### src/rtl/issue_scoreboard_m1_pkg.sv
// Shared issue-stage types: decoded uOP bundle, issue FSM states and
// register-file sizing.
package Types_m1;

    localparam int NUM_ARCH_REGS = 16;

    typedef enum logic [1:0] {
        EMPTY = 2'd0,
        HELD  = 2'd1,
        FENCE = 2'd2
    } issue_state_t;

    typedef struct packed {
        logic [7:0] opcode;
        logic       fence_mode;
        logic       rs1_dependency;
        logic       rs2_dependency;
        logic       regfile_write;
        logic       call_alu;
        logic       call_mul;
        logic       call_div;
        logic       call_lsu;
        logic       call_brh;
    } uop_t;

    function automatic logic uop_is_nop(uop_t u);
        return !(u.call_alu | u.call_mul | u.call_div | u.call_lsu | u.call_brh);
    endfunction

endpackage

### src/rtl/issue_scoreboard_m1_scoreboard.sv
// Busy-bit array: one set port, two writeback clear ports, set wins.
// Also exports the bypassed view with this cycle's clears applied.
module scoreboard_m1
    import Types_m1::*;
#(
    parameter int NUM_REGS  = NUM_ARCH_REGS,
    parameter int REG_IDX_W = $clog2(NUM_REGS)
) (
    input  logic                 clk_in,
    input  logic                 rst_in,
    input  logic                 set_valid_in,
    input  logic [REG_IDX_W-1:0] set_rd_in,
    input  logic                 clr0_valid_in,
    input  logic [REG_IDX_W-1:0] clr0_rd_in,
    input  logic                 clr1_valid_in,
    input  logic [REG_IDX_W-1:0] clr1_rd_in,
    output logic [NUM_REGS-1:0]  busy_out,
    output logic [NUM_REGS-1:0]  eff_busy_out
);

    logic [NUM_REGS-1:0] busy_q, busy_d;
    logic [NUM_REGS-1:0] set_mask, clr_mask;

    always_comb begin
        set_mask = '0;
        clr_mask = '0;
        if (set_valid_in) set_mask[set_rd_in] = 1'b1;
        if (clr0_valid_in) clr_mask[clr0_rd_in] = 1'b1;
        if (clr1_valid_in) clr_mask[clr1_rd_in] = 1'b1;
        // r0 is hardwired zero and can never be tracked
        set_mask[0] = 1'b0;
        clr_mask[0] = 1'b0;
        eff_busy_out = busy_q & ~clr_mask;
        busy_d = eff_busy_out | set_mask;
    end

    always_ff @(posedge clk_in) begin
        if (rst_in) busy_q <= '0;
        else        busy_q <= busy_d;
    end

    assign busy_out = busy_q;

endmodule

### src/rtl/issue_scoreboard_m1.sv
// Single-entry issue stage with busy-bit hazard check and fence drain.
// Optional ISSUE_STATS_EN adds saturating stall/fence cycle counters.
module issue_scoreboard_m1
    import Types_m1::*;
#(
    parameter int NUM_REGS  = NUM_ARCH_REGS,
    parameter int REG_IDX_W = $clog2(NUM_REGS)
) (
    input  logic                 clk_in,
    input  logic                 rst_in,
    input  logic                 dec_valid_in,
    output logic                 dec_ready_out,
    input  uop_t                 dec_uop_in,
    input  logic [REG_IDX_W-1:0] dec_rd_in,
    input  logic [REG_IDX_W-1:0] dec_rs1_in,
    input  logic [REG_IDX_W-1:0] dec_rs2_in,
    input  logic                 flush_in,
    output uop_t                 iss_uop_out,
    output logic [REG_IDX_W-1:0] iss_rd_out,
    output logic [REG_IDX_W-1:0] iss_rs1_out,
    output logic [REG_IDX_W-1:0] iss_rs2_out,
    output logic                 alu_valid_out,
    output logic                 mul_valid_out,
    output logic                 div_valid_out,
    output logic                 lsu_valid_out,
    output logic                 brh_valid_out,
    input  logic                 alu_ready_in,
    input  logic                 mul_ready_in,
    input  logic                 div_ready_in,
    input  logic                 lsu_ready_in,
    input  logic                 brh_ready_in,
    input  logic                 lsu_idle_in,
    input  logic                 wb0_valid_in,
    input  logic [REG_IDX_W-1:0] wb0_rd_in,
    input  logic                 wb1_valid_in,
    input  logic [REG_IDX_W-1:0] wb1_rd_in,
    output logic [NUM_REGS-1:0]  busy_out
`ifdef ISSUE_STATS_EN
    ,
    output logic [31:0]          stat_hazard_cycles_out,
    output logic [31:0]          stat_unit_stall_cycles_out,
    output logic [31:0]          stat_fence_cycles_out
`endif
);

    issue_state_t         state_q, state_d;
    uop_t                 uop_q, uop_d;
    logic [REG_IDX_W-1:0] rd_q, rd_d, rs1_q, rs1_d, rs2_q, rs2_d;
    logic [NUM_REGS-1:0]  eff_busy;
    logic                 hazard, held_ok, target_rdy;
    logic                 fire, fence_done, accept;

    scoreboard_m1 #(
        .NUM_REGS (NUM_REGS),
        .REG_IDX_W(REG_IDX_W)
    ) u_sb (
        .clk_in       (clk_in),
        .rst_in       (rst_in),
        .set_valid_in (fire && uop_q.regfile_write),
        .set_rd_in    (rd_q),
        .clr0_valid_in(wb0_valid_in),
        .clr0_rd_in   (wb0_rd_in),
        .clr1_valid_in(wb1_valid_in),
        .clr1_rd_in   (wb1_rd_in),
        .busy_out     (busy_out),
        .eff_busy_out (eff_busy)
    );

    always_comb begin
        hazard = 1'b0;
        if (uop_q.rs1_dependency && rs1_q != '0 && eff_busy[rs1_q]) hazard = 1'b1;
        if (uop_q.rs2_dependency && rs2_q != '0 && eff_busy[rs2_q]) hazard = 1'b1;
        if (uop_q.regfile_write && rd_q != '0 && eff_busy[rd_q]) hazard = 1'b1;
    end

    // Strobes are masked in flush/reset cycles so no unit sees a dead uOP.
    assign held_ok = (state_q == HELD) && !hazard && !flush_in && !rst_in;
    assign alu_valid_out = held_ok && uop_q.call_alu;
    assign mul_valid_out = held_ok && uop_q.call_mul;
    assign div_valid_out = held_ok && uop_q.call_div;
    assign lsu_valid_out = held_ok && uop_q.call_lsu;
    assign brh_valid_out = held_ok && uop_q.call_brh;

    assign target_rdy = (uop_q.call_alu && alu_ready_in)
                      | (uop_q.call_mul && mul_ready_in)
                      | (uop_q.call_div && div_ready_in)
                      | (uop_q.call_lsu && lsu_ready_in)
                      | (uop_q.call_brh && brh_ready_in)
                      | uop_is_nop(uop_q);

    assign fire = held_ok && target_rdy;
    assign fence_done = (state_q == FENCE) && (eff_busy == '0) && lsu_idle_in
                      && !flush_in && !rst_in;
    assign dec_ready_out = !flush_in && ((state_q == EMPTY) || fire || fence_done);
    assign accept = dec_valid_in && dec_ready_out;

    always_comb begin
        state_d = state_q;
        uop_d   = uop_q;
        rd_d    = rd_q;
        rs1_d   = rs1_q;
        rs2_d   = rs2_q;
        if (fire || fence_done) state_d = EMPTY;
        if (accept) begin
            state_d = dec_uop_in.fence_mode ? FENCE : HELD;
            uop_d   = dec_uop_in;
            rd_d    = dec_rd_in;
            rs1_d   = dec_rs1_in;
            rs2_d   = dec_rs2_in;
        end
        if (flush_in) state_d = EMPTY;
    end

    always_ff @(posedge clk_in) begin
        if (rst_in) begin
            state_q <= EMPTY;
            uop_q   <= '0;
            rd_q    <= '0;
            rs1_q   <= '0;
            rs2_q   <= '0;
        end else begin
            state_q <= state_d;
            uop_q   <= uop_d;
            rd_q    <= rd_d;
            rs1_q   <= rs1_d;
            rs2_q   <= rs2_d;
        end
    end

    assign iss_uop_out = uop_q;
    assign iss_rd_out  = rd_q;
    assign iss_rs1_out = rs1_q;
    assign iss_rs2_out = rs2_q;

`ifdef ISSUE_STATS_EN
    logic [31:0] hz_cnt_q, hz_cnt_d;
    logic [31:0] us_cnt_q, us_cnt_d;
    logic [31:0] fc_cnt_q, fc_cnt_d;

    always_comb begin
        hz_cnt_d = hz_cnt_q;
        us_cnt_d = us_cnt_q;
        fc_cnt_d = fc_cnt_q;
        if (state_q == HELD && hazard && hz_cnt_q != '1)
            hz_cnt_d = hz_cnt_q + 32'd1;
        if (state_q == HELD && !hazard && !target_rdy && us_cnt_q != '1)
            us_cnt_d = us_cnt_q + 32'd1;
        if (state_q == FENCE && fc_cnt_q != '1)
            fc_cnt_d = fc_cnt_q + 32'd1;
    end

    always_ff @(posedge clk_in) begin
        if (rst_in) begin
            hz_cnt_q <= '0;
            us_cnt_q <= '0;
            fc_cnt_q <= '0;
        end else begin
            hz_cnt_q <= hz_cnt_d;
            us_cnt_q <= us_cnt_d;
            fc_cnt_q <= fc_cnt_d;
        end
    end

    assign stat_hazard_cycles_out     = hz_cnt_q;
    assign stat_unit_stall_cycles_out = us_cnt_q;
    assign stat_fence_cycles_out      = fc_cnt_q;
`endif

endmodule

### config.mk
export PLATFORM = sky130hd
export DESIGN_NAME = issue_scoreboard_m1
export DESIGN_NICKNAME = d
export VERILOG_FILES = /design/src/rtl/issue_scoreboard_m1_pkg.sv /design/src/rtl/issue_scoreboard_m1_scoreboard.sv /design/src/rtl/issue_scoreboard_m1.sv
export SDC_FILE = /design/constraint.sdc
export NUM_CORES = 1
export LEC_CHECK = 0
export ABC_AREA = 1
export BUFFER_PORTS_ARGS = -buffer_cell sky130_fd_sc_hd__buf_2
export CAP_MARGIN = 10
export CORE_ASPECT_RATIO = 1.1
export CORE_MARGIN = 1
export CORE_UTILIZATION = 47
export CTS_CLUSTER_DIAMETER = 40
export DETAILED_ROUTE_END_ITERATION = 7
export PLACE_DENSITY = 0.87
export SETUP_SLACK_MARGIN = 0.1
export SLEW_MARGIN = 20
export SYNTH_ARGS = -nofsm -noshare
export SYNTH_HDL_FRONTEND = slang
export SYNTH_SLANG_ARGS = --single-unit
### constraint.sdc
create_clock -name clk_in -period 1.9 [get_ports clk_in]
set_input_delay 0.285 -clock clk_in [delete_from_list [all_inputs] [get_ports clk_in]]
set_output_delay 0.285 -clock clk_in [all_outputs]
set_load 0.05 [all_outputs]
==> results.tsv <==
stage	metric	value	unit
power	maximum VDD drop	0.340	mV
layout	most frequent cells in the layout	124 x nand2_1, 91 x inv_1, 83 x buf_2, 83 x buf_4, 50 x nor2_1	
worst_setup_path	Worst R2R Start	u_sb.busy_out[6]	
worst_setup_path	CP Capture Type	output pin	
run_status	status	finished with violations	
floorplanning	Cell Rows	30	
sta	fmax	357	MHz
worst_setup_path	launch point of the worst path	wb1_rd_in[2]	
route	DR vias	4618	
worst_setup_path	CP top delay family	simple AND/OR/NAND/NOR gates	
grt	first-pass GRT wire length	20300	µm
clock_tree	clock sink count	46	
worst_setup_path	critical path class	in2out	
sta	PnR worst setup slack	-902	ps
grt	largest net degree at the start of global routing	32	
synthesis	Unique masters post-synth	30	
layout	Finished Core Util	84.9	%
min_path	HP Start	flush_in	
sta	Slew HR	64.2	%
synthesis	Syn Nets	587	
worst_setup_path	Buf/Inv on CP	5	
worst_setup_path	Crit Path Max Fanout	4	
floorplanning	Die H	87.7	µm
floorplanning	I/O pin count	100	
clock_tree	Post-CTS Hold Buffers	0	
synthesis	EDFF count, synth	0	
sta	minimum clock period	2800	ps
sta	TNS Setup	-41490	ps
sta	clock skew	10.2	ps
synthesis	Post-Syn Area	3140	µm²
sta	RSZ-0062 raised after global routing	true	
clock_tree	clk_lat worst skew	310	ps
sta	Pins Over Slew Limit	0	
sta	final period utilization	147	%
placed_design	Buffers on Ports	98	
route	Initial DRT Pass Iterations	8	
synthesis	synth top area cells	dfxtp_1 29%, nand2_1 17%, inv_1 12%, nand4_1 9.4%, nor2_1 9.0%	
layout	most common cell after layout, fill and taps aside	nand2_1	
route	wire per inst	19.0	µm
clock_tree	CTS H-tree depth	2	
layout	Filler Cell Count	375	
worst_setup_path	arrival time worst endpoint	2520	ps
synthesis	Synth top area share	29.3	%
route	Post-DRT Antenna Nets	0	
worst_setup_path	CP peak stage delay	230	ps
floorplanning	die area	7010	µm²
grt	number of global-route vias before repair	4010	
layout	share of cells above drive strength 1	48.2	%
worst_setup_path	critical path's most frequent cell	nand2_1	
clock_tree	CTS tree	built	
layout	post-layout net count	768	
clock_tree	Root Buffer	clkbuf_8	
worst_setup_path	startpoint types	input port	
synthesis	post-synthesis sequential area ratio	29.3	%
route	DRC Markers	1	
sta	final setup violating endpoints	52	
flow_run	Max Cap Viol	0	
min_path	worst hold path type	in2reg	
sta	Hold Fails Final Rpt	0	
synthesis	Post-Syn Area per Cell	5.83	µm²
placed_design	post-DP HPWL	8330	µm
layout	n_diodes	0	
synthesis	Yosys reg bits	46	
synthesis	synth warn	0	
clock_tree	cts bufs inserted	5	
floorplanning	die width	79.9	µm
worst_setup_path	Critical-path top delay cell	nand2_1	
run_status	failing checks	design-rule violations, negative setup slack	
floorplanning	initial core utilization	49.8	%
power	Leak Pwr	2.70	nW
synthesis	ys flop type	dfxtp_1	
synthesis	asr flop ratio synth	0	%
synthesis	Synth Instances	538	
route	Iteration-0 DRC Markers	525	
grt	GRT Overall Usage	38.4	%
floorplanning	Core Footprint	6310	µm²
layout	synthesis-to-layout area growth	70.7	%
worst_setup_path	Req. time, crit path	1620	ps
route	final WL	15200	µm
clock_tree	Max Root-Sink Buffers	2	
worst_setup_path	Critical Path, Cell by Cell	buf_2 -> inv_1 -> nor2_4 -> nand2_1 -> nand3_2 -> buf_4 -> nand2_1 -> nand2_1 -> nand2_1 -> nand2_1 -> nand2_1 -> nand2_1 -> nand2_1 -> nand3_2 -> nand3_4 -> nand3_4 -> nand2_4 -> clkinvlp_4 -> buf_8	
route	vias per cell	5.77	
grt	grt ovf	0	
synthesis	cell taking the most area after synthesis	dfxtp_1	
power	Power Density	515	nW/µm²
grt	initial antenna violation count	0	
clock_tree	clk slew on worst S/H paths	100	ps
placed_design	RePlAce Congestion	0.949	
sta	worst-margin pin slew	528	ps
[Yosys cell counts, types with 2 or more instances]
master	count
buf_2	3
nand3_4	3
inv_1	104
clkbuf_1	8
o21ai_0	2
nand3_1	50
nand2_1	142
buf_4	3
a21oi_1	17
buf_1	5
dfxtp_1	46
nor3_1	2
o211ai_1	4
nor2_2	2
nor2_1	75
inv_2	7
nand4_1	47
buf_6	3
nor2_4	2
nand3_2	3
[worst min-delay path, cell delays in order]
cell	delay [ps]
buf_2	80
nor2_1	50
nand2_1	60
nor2_1	40
[power by group]
part | switching (mW) | total [mW] | leakage (nW) | internal (mW)
sequential | 0.0469 | 1.05 | 0.389 | 1.01
combinational | 0.644 | 0.986 | 2.25 | 0.342
clock | 0.378 | 0.720 | 0.0567 | 0.342
[path summary, 6_finish.rpt]
check,to,slack [ps],cells after the start
setup / recovery,dec_ready_out,-900,19
hold / removal,state_q[1],230,4
hold reg to reg,iss_uop_out[9],520,4
setup reg to reg,iss_uop_out[0],-800,19
[metal layers]
layer,track usage [%],wire length [µm],vias up
li1,-,-,2051
met1,41.9,5060,2075
met2,65.1,7150,361
met3,11.4,1750,129
met4,24.4,1230,2
met5,0,30,-
[flip-flops by register name (all words and copies together), names as in the netlist]
signal,cells
state_q,2
u_sb.busy_out,15
iss_uop_out,17
iss_rd_out,4
iss_rs2_out,4
iss_rs1_out,4
[cells by family (layout without fill, tap and decap cells)]
| logic type | count (synthesis) | count (layout) | synth area share (%) |
|---|---|---|---|
| buffers and inverters | 133 | 315 | 17.1 |
| and+or+nand+nor | 329 | 329 | 48.0 |
| DFF | 46 | 46 | 29.3 |
| other | 1 | 1 | 0.120 |
| AOI/OAI and AO/OA | 29 | 29 | 5.46 |
[through the flow]
step	total power, mW	setup slack (ps)	std cells	cell area (µm²)	hold WS (ps)
5_1_grt	2.87	-881	800	5360	259
6_report	2.76	-902	800	5360	230
2_1_floorplan	1.59	-215	538	3350	449
4_1_cts	2.63	-444	789	5090	237
3_5_place_dp	1.87	-780	769	4390	503
3_3_place_gp	1.85	-665	769	4390	494
[area by class of cell]
cell class / instances / area, µm² / share of cell area (%)
clock inverters: 2 / 13.8 / 0.257
flip-flops and latches: 46 / 968 / 18.1
multi-input cells: 359 / 2270 / 42.3
clock buffers: 6 / 93.8 / 1.75
repair buffers: 196 / 1470 / 27.4
well taps: 80 / 100 / 1.87
inverters: 111 / 447 / 8.34
[what timing repair did]
| item | in CTS | in global routing |
|---|---|---|
| hold endpoints to repair | 0 | 0 |
| gates cloned | 0 | 1 |
| setup endpoints to repair | 52 | 52 |
| resized for setup | 111 | 47 |
| buffers inserted | 12 | 10 |
| pin swaps | 31 | 34 |
No activity file was read; power rests on OpenSTA's default activity.
